===== src/rtl/plic_gateway.sv =====
// Per-source interrupt gateway in front of the PLIC priority/threshold core.
// Each raw IRQ line is synchronised, turned into one pending request
// (level or rising-edge), and held off while the core has it in service.
// The claim/complete handshake gates re-assertion, so each source has at
// most one outstanding request. Source 0 is reserved and never requests.
module plic_gateway #(
  parameter int unsigned IRQ_NUM     = 21,
  parameter int unsigned ID_WIDTH    = 5,
  parameter int unsigned SYNC_STAGES = 2
) (
  input  logic                clk_i,
  input  logic                rst_n_i,
  input  logic [IRQ_NUM-1:0]  irq_i,
  input  logic [IRQ_NUM-1:0]  edge_sel_i,
  input  logic                claim_i,
  input  logic [ID_WIDTH-1:0] claim_id_i,
  input  logic                complete_i,
  input  logic [ID_WIDTH-1:0] complete_id_i,
  output logic [IRQ_NUM-1:0]  ip_o,
  output logic [IRQ_NUM-1:0]  busy_o
);

  // State encoding doubles as the output encoding: bit 1 = ip, bit 0 = busy.
  typedef enum logic [1:0] {
    StIdle   = 2'b00,
    StInServ = 2'b01,
    StPend   = 2'b10
  } src_state_e;

  logic [IRQ_NUM-1:0] sync_q [SYNC_STAGES];
  logic [IRQ_NUM-1:0] sync_s;
  logic [IRQ_NUM-1:0] hist_q;
  logic [IRQ_NUM-1:0] rise;
  logic [IRQ_NUM-1:0] edge_rise;
  logic [IRQ_NUM-1:0] req;
  logic [IRQ_NUM-1:0] claim_hit;
  logic [IRQ_NUM-1:0] complete_hit;
  logic [IRQ_NUM-1:0] missed_q;
  src_state_e         state_q [IRQ_NUM];

  // Multi-flop synchroniser for every raw line.
  always_ff @(posedge clk_i or negedge rst_n_i) begin
    if (!rst_n_i) begin
      for (int s = 0; s < int'(SYNC_STAGES); s++) begin
        sync_q[s] <= '0;
      end
    end else begin
      sync_q[0] <= irq_i;
      for (int s = 1; s < int'(SYNC_STAGES); s++) begin
        sync_q[s] <= sync_q[s-1];
      end
    end
  end

  assign sync_s = sync_q[SYNC_STAGES-1];

  // One cycle of history on the synchronised level for edge detection.
  always_ff @(posedge clk_i or negedge rst_n_i) begin
    if (!rst_n_i) begin
      hist_q <= '0;
    end else begin
      hist_q <= sync_s;
    end
  end

  assign rise      = sync_s & ~hist_q;
  assign edge_rise = edge_sel_i & rise;
  assign req       = edge_rise | (~edge_sel_i & sync_s);

  // Decode claim/complete IDs; ID 0 and out-of-range IDs match no source.
  always_comb begin
    claim_hit    = '0;
    complete_hit = '0;
    for (int i = 0; i < int'(IRQ_NUM); i++) begin
      claim_hit[i]    = claim_i && (i != 0) && (claim_id_i == ID_WIDTH'(i));
      complete_hit[i] = complete_i && (i != 0) && (complete_id_i == ID_WIDTH'(i));
    end
  end

  // Per-source request FSM plus the one-deep missed-edge flag.
  always_ff @(posedge clk_i or negedge rst_n_i) begin
    if (!rst_n_i) begin
      for (int i = 0; i < int'(IRQ_NUM); i++) begin
        state_q[i] <= StIdle;
      end
      missed_q <= '0;
    end else begin
      for (int i = 0; i < int'(IRQ_NUM); i++) begin
        if (i == 0) begin
          state_q[i]  <= StIdle;
          missed_q[i] <= 1'b0;
        end else begin
          case (state_q[i])
            StIdle: begin
              if (req[i]) begin
                state_q[i] <= StPend;
              end
            end
            StPend: begin
              // A level that drops while pending is not retracted.
              if (claim_hit[i]) begin
                state_q[i] <= StInServ;
              end
              if (edge_rise[i]) begin
                missed_q[i] <= 1'b1;
              end
            end
            StInServ: begin
              if (complete_hit[i]) begin
                // A saved edge or an edge arriving right now re-pends the
                // source; a saved edge is consumed, a fresh one is kept.
                state_q[i]  <= (missed_q[i] || edge_rise[i]) ? StPend : StIdle;
                missed_q[i] <= missed_q[i] & edge_rise[i];
              end else if (edge_rise[i]) begin
                missed_q[i] <= 1'b1;
              end
            end
            default: begin
              state_q[i]  <= StIdle;
              missed_q[i] <= 1'b0;
            end
          endcase
        end
      end
    end
  end

  // Outputs are straight flop bits of the state encoding.
  always_comb begin
    ip_o   = '0;
    busy_o = '0;
    for (int i = 0; i < int'(IRQ_NUM); i++) begin
      ip_o[i]   = state_q[i][1];
      busy_o[i] = state_q[i][0];
    end
  end

endmodule


===== config.mk =====
export PLATFORM = sky130hd
export DESIGN_NAME = plic_gateway
export DESIGN_NICKNAME = d
export VERILOG_FILES = /design/src/rtl/plic_gateway.sv
export SDC_FILE = /design/constraint.sdc
export NUM_CORES = 1
export LEC_CHECK = 0
export ABC_AREA = 1
export ABC_CLOCK_PERIOD_IN_PS = 1150
export BUFFER_PORTS_ARGS = -buffer_cell sky130_fd_sc_hd__buf_2
export CAP_MARGIN = 20
export CELL_PAD_IN_SITES_DETAIL_PLACEMENT = 1
export CELL_PAD_IN_SITES_GLOBAL_PLACEMENT = 1
export CORE_MARGIN = 3
export CORE_UTILIZATION = 39
export CTS_CLUSTER_DIAMETER = 200
export DETAILED_ROUTE_END_ITERATION = 8
export PLACE_DENSITY_LB_ADDON = 0.1
export SLEW_MARGIN = 20
export SYNTH_ARGS = -nofsm -noshare
export SYNTH_HDL_FRONTEND = slang
export SYNTH_SLANG_ARGS = --single-unit

===== constraint.sdc =====
create_clock -name clk_i -period 1.15 [get_ports clk_i]
set_clock_uncertainty 0.1 [all_clocks]
set_input_delay 0.345 -clock clk_i [delete_from_list [all_inputs] [get_ports clk_i]]
set_output_delay 0.345 -clock clk_i [all_outputs]
set_load 0.02 [all_outputs]

; ---- After elaboration in Yosys (flattened, before gate mapping)
; Index checks and enable logic that the tools add are counted.
; W data, S select, Z words.
[totals]
register_bits = 123
out_inout_bits = 42
word_cells = 469
[op_classes]
eq_ne = 140
n_mux = 160
bitwise = 26
reduce_logical = 100
[ops]
columns = op, n
row1 = $mux W2, 80
row2 = $ne A2 B2 Y1 const B, 60
row3 = $pmux W2 S3, 20
row4 = $eq A5 B4 Y1 const B, 16
row5 = $and A21 B21 Y21, 3
row6 = $pmux W1 S3, 20
row7 = $reduce_and A3 Y1, 20
row8 = $eq A5 B5 Y1 const B, 10
row9 = $not A21 Y21, 2
row10 = $eq A2 B1 Y1 const B, 20
row11 = $eq A2 B2 Y1 const B, 20
row12 = $eq A5 B3 Y1 const B, 8
row13 = $logic_and A1 B1 Y1, 40
row14 = $logic_not A2 Y1, 20
row15 = $mux W1, 40
row16 = $or A21 B21 Y21, 1
row17 = $and A1 B1 Y1, 20
row18 = $eq A5 B2 Y1 const B, 4
row19 = $logic_or A1 B1 Y1, 20
row20 = $eq A5 B1 Y1 const B, 2

; ---- Depth between registers and ports, before layout
[depth]
word_depth = 7
ltp_mapped = 9
ltp_nobuf = 9

; ---- Worst setup path after synthesis
; Ideal clock, no wire load.
[synth_path]
path_kind = register -> register
startpoint = reg state_q, in the netlist ip_o[11]
endpoint = reg state_q, in the netlist busy_o[11]
setup_ps = 121
t_arrival_ps = 1197
t_required_ps = 929
slack_ps = -268
path_stages_with_launch = 8
n_path_buf = 0
cell_sequence = dfrtp_1 inv_1 ha_1 inv_1 a21oi_1 nand3b_1 nand2_1 o21ai_1
[synth_between]
elab_chain_len = 3
word_cells_on_any_way = 8
[synth_lines]
columns = item, line
row1 = from (decl), 39  ; src_state_e state_q [IRQ_NUM];
row2 = "from (signal, indexed assignment)", 84  ; state_q[i] <= StIdle;
row3 = "from (signal, indexed assignment)", 90  ; state_q[i] <= StIdle;
row4 = "from (signal, indexed assignment)", 96  ; state_q[i] <= StPend;
row5 = "$eq A2 B1 Y1, or another cell as far along", 93  ; case (state_q[i])
row6 = $ne A2 B2 Y1 (no source line), n/a
row7 = $reduce_and A3 Y1 (no source line), n/a
; Several ways; a longest one is shown, not always the timed one.
; A chain may end at the register's enable or synchronous reset.

; ---- Worst setup path in the final report
[layout_path]
startpoint = reg state_q, in the netlist busy_o[11]
endpoint = out busy_o[11]
[layout_rtl]
columns = item, line
row1 = to (decl), 20  ; output logic [IRQ_NUM-1:0] busy_o
; No word-level cell between the ends.

==> results.json <==
{
  "status": "finished with violations",
  "violations": "setup timing",
  "clock_latency_ns": 0.44,
  "cts.sinks": 120,
  "start_util_pct": 40.7,
  "dp_slack_ns": -0.392,
  "fin_util_pct": 68.9,
  "ys_seq_area_share_pct": 43.5,
  "p_leak_uw": 0.00562,
  "vias_per_cell": 5.10,
  "worstSetupEndpointType": "output pin",
  "wl_met3_mm": 1.07,
  "cts_buffers": 17,
  "nets": 1267,
  "top_layer_used": "met5",
  "drive_above_1_share_pct": 50.7,
  "arrival_ns": 1.11,
  "dieWidth_um": 139,
  "fin_ws_ns": -0.407,
  "synthCells": 857,
  "hold_viol_final": 0,
  "setup_violations": 100,
  "cts_tree": "done",
  "slew_violations": 0,
  "yosysWarnings": 0,
  "synth.cell_area_sq_um": 6900,
  "cp_slowest_cell": "dfrtp_2",
  "antenna_left": 0,
  "dieArea_sq_um": 19300,
  "yosys_register_bits": 120,
  "maxCapViolations": 0,
  "drc": 0,
  "clk_path_buf_depth": 2,
  "gr-total-overflow": 0,
  "core_area_sq_um": 16900,
  "vdd_ir_drop_max_uv": 1450,
  "wire_per_inst_um": 20.0,
  "rsz0062_at_grt": "true",
  "cp_cell_sequence": "buf_6, buf_6",
  "final_cells": 1360,
  "max_freq_ghz": 0.642,
  "gp_congestion": 0.845,
  "first_pass_iters": 4,
  "synthDistinctLibCells": 27,
  "fp-row-count": 47,
  "vias": 6934,
  "timing.setup.tns_ns": -24.19,
  "drtIter0Drc": 362,
  "grt_pass1_wl_mm": 39.0,
  "boundaryPins": 98,
  "clk_transition_reported_paths_ns": 0.06,
  "cp-start-kind": "flip-flop",
  "post-route-period-util_pct": 135,
  "grt_max_degree": 41,
  "cts-root-buf": "clkbuf_16",
  "wl_mm": 27.2,
  "min_path_type": "in2async",
  "p_per_area_nw_per_um2": 2670,
  "crit_path_frequent_cell": "buf_6",
  "min_period_ns": 1.56,
  "syn_to_final_growth_pct": 69.2,
  "dp_cells": 1225,
  "numPortBuffers": 93,
  "crit_fanout": 2,
  "wl_met2_mm": 15.4,
  "fillers": 1809,
  "grtUsageTotal_pct": 25.1,
  "reg2reg_setup_slack_ns": -0.34,
  "critPathRequiredTime_ns": 0.70,
  "htree_levels": 4,
  "antenna_found_initial": 3,
  "grt_pass1_vias": 7791,
  "syn_avg_cell_area_sq_um": 8.05,
  "wl_met1_mm": 9.73,
  "fp.dieH_um": 139,
  "r2r_start": "busy_o[11]",
  "cpPeakStageDelay_ns": 0.43,
  "path_class": "reg2out",
  "dpl.hpwl_mm": 15.3,
  "worst_r2r_endpoint": "busy_o[11]",
  "worstRegToRegCells": 8
}
==> worst max-delay path, delay by kind of cell (launching register included) <==
kind,cells,cell delay [ns]
flops,1,0.43
buf+inv,2,0.25
==> area by class of cell <==
class                   count  area, sq um  share of cell area (%)
clock inverters            10          128                    1.09
inverters                 131          692                    5.93
clock buffers              21          450                    3.86
flip-flops and latches    120         3050                    26.2
multi-input cells         605         4840                    41.5
repair buffers            250         2220                    19.1
well taps                 220          275                    2.36
diodes                      3         7.51                  0.0644
==> worst max path at each step <==
stage	slack, ns	startpoint	endpoint
2_1_floorplan	-0.12	busy_o[11]	busy_o[11]
3_3_place_gp	-0.33	claim_id_i[0]	busy_o[20]
3_5_place_dp	-0.39	claim_id_i[1]	busy_o[18]
4_1_cts	-0.40	busy_o[16]	busy_o[16]
5_1_grt	-0.42	busy_o[6]	busy_o[6]
6_report	-0.41	busy_o[11]	busy_o[11]
==> kinds of logic (layout without fill, tap and decap cells) <==
kind of cell             count (synthesis)  count (layout)  synth area share [%]
AO/OA/AOI/OAI                           68              68                  5.46
adder cells (fa/ha/maj)                 86              86                  15.6
other                                    1               5                0.0544
buffers and inverters                  133             412                  7.35
flip-flops                             120             120                  43.5
AND/OR/NAND/NOR                        449             449                  28.0
==> flip-flops by register name, summed over array words and instances (netlist names) <==
signal / cells
hist_q: 20
ip_o: 20
busy_o: 20
sync_s: 20
sync_q: 20
missed_q: 20
==> per-stage QoR <==
stage          power [uW]  area, sq um  hold WS [ns]
2_1_floorplan       14500         7860       -0.0506
3_3_place_gp        17600         9070         0.124
3_5_place_dp        18400         9070         0.131
4_1_cts             28000        11100         0.211
5_1_grt             33000        11700         0.227
6_report            31100        11700         0.220
==> synthesized netlist by cell type <==
library cell  instances  share of area [%]
dfrtp_1             120                 44
nand3b_1             13                1.4
nand4_1              14                1.3
nor2_4                6               0.98
nand2_4               1               0.16
a21o_1                4               0.44
nand3_2               3               0.44
inv_2                 4               0.22
o21bai_1              3               0.33
and3_1                2               0.18
conb_1                1              0.054
a21oi_1              18                1.3
inv_1               123                6.7
o21ai_0              13               0.94
o21ai_1              24                1.7
and3b_1               2               0.25
o211ai_1              2               0.22
nor2_1               63                3.4
o21ai_2               3               0.38
a21boi_1              1               0.11
ha_1                 86                 16
clkinv_1              4               0.22
buf_4                 2               0.22
nand3_1              41                3.0
nand2_1             295                 16
nor2_2                8               0.73
nand2_2               1              0.091
==> repair_timing <==
item,in CTS,in global routing
hold buffers,21,0
gates resized for setup,221,135
pin swaps,62,84
endpoints found under the setup margin,100,100
setup buffers,61,27
endpoints found under the hold margin,140,0
==> metal layers <==
metal	GRT usage, %	vias up
met5	0	-
met3	5.38	87
li1	-	3209
met4	8.75	2
met2	48.7	176
met1	26.6	3460
==> report_power, final <==
part / internal (uW) / leakage [uW] / switching [uW]
combinational: 9110 / 0.00390 / 10500
clock: 3420 / 0.000286 / 2090
sequential: 5240 / 0.00143 / 828
total: 17800 / 0.00562 / 13400
==> cell usage in the layout (no fill, tap or decap), drive strengths merged, types with 4 or more instances in the layout <==
cell type    netlist  final
a21o               4      4
a21oi             18     18
buf                2    229
clkbuf             0     21
clkinv             4      7
dfrtp            120    120
dlygate4sd3        0     21
ha                86     86
inv              127    130
nand2            297    297
nand3             44     44
nand3b            13     13
nand4             14     14
nor2              77     77
o21ai             40     40
Power figures use the tool's default switching activity.
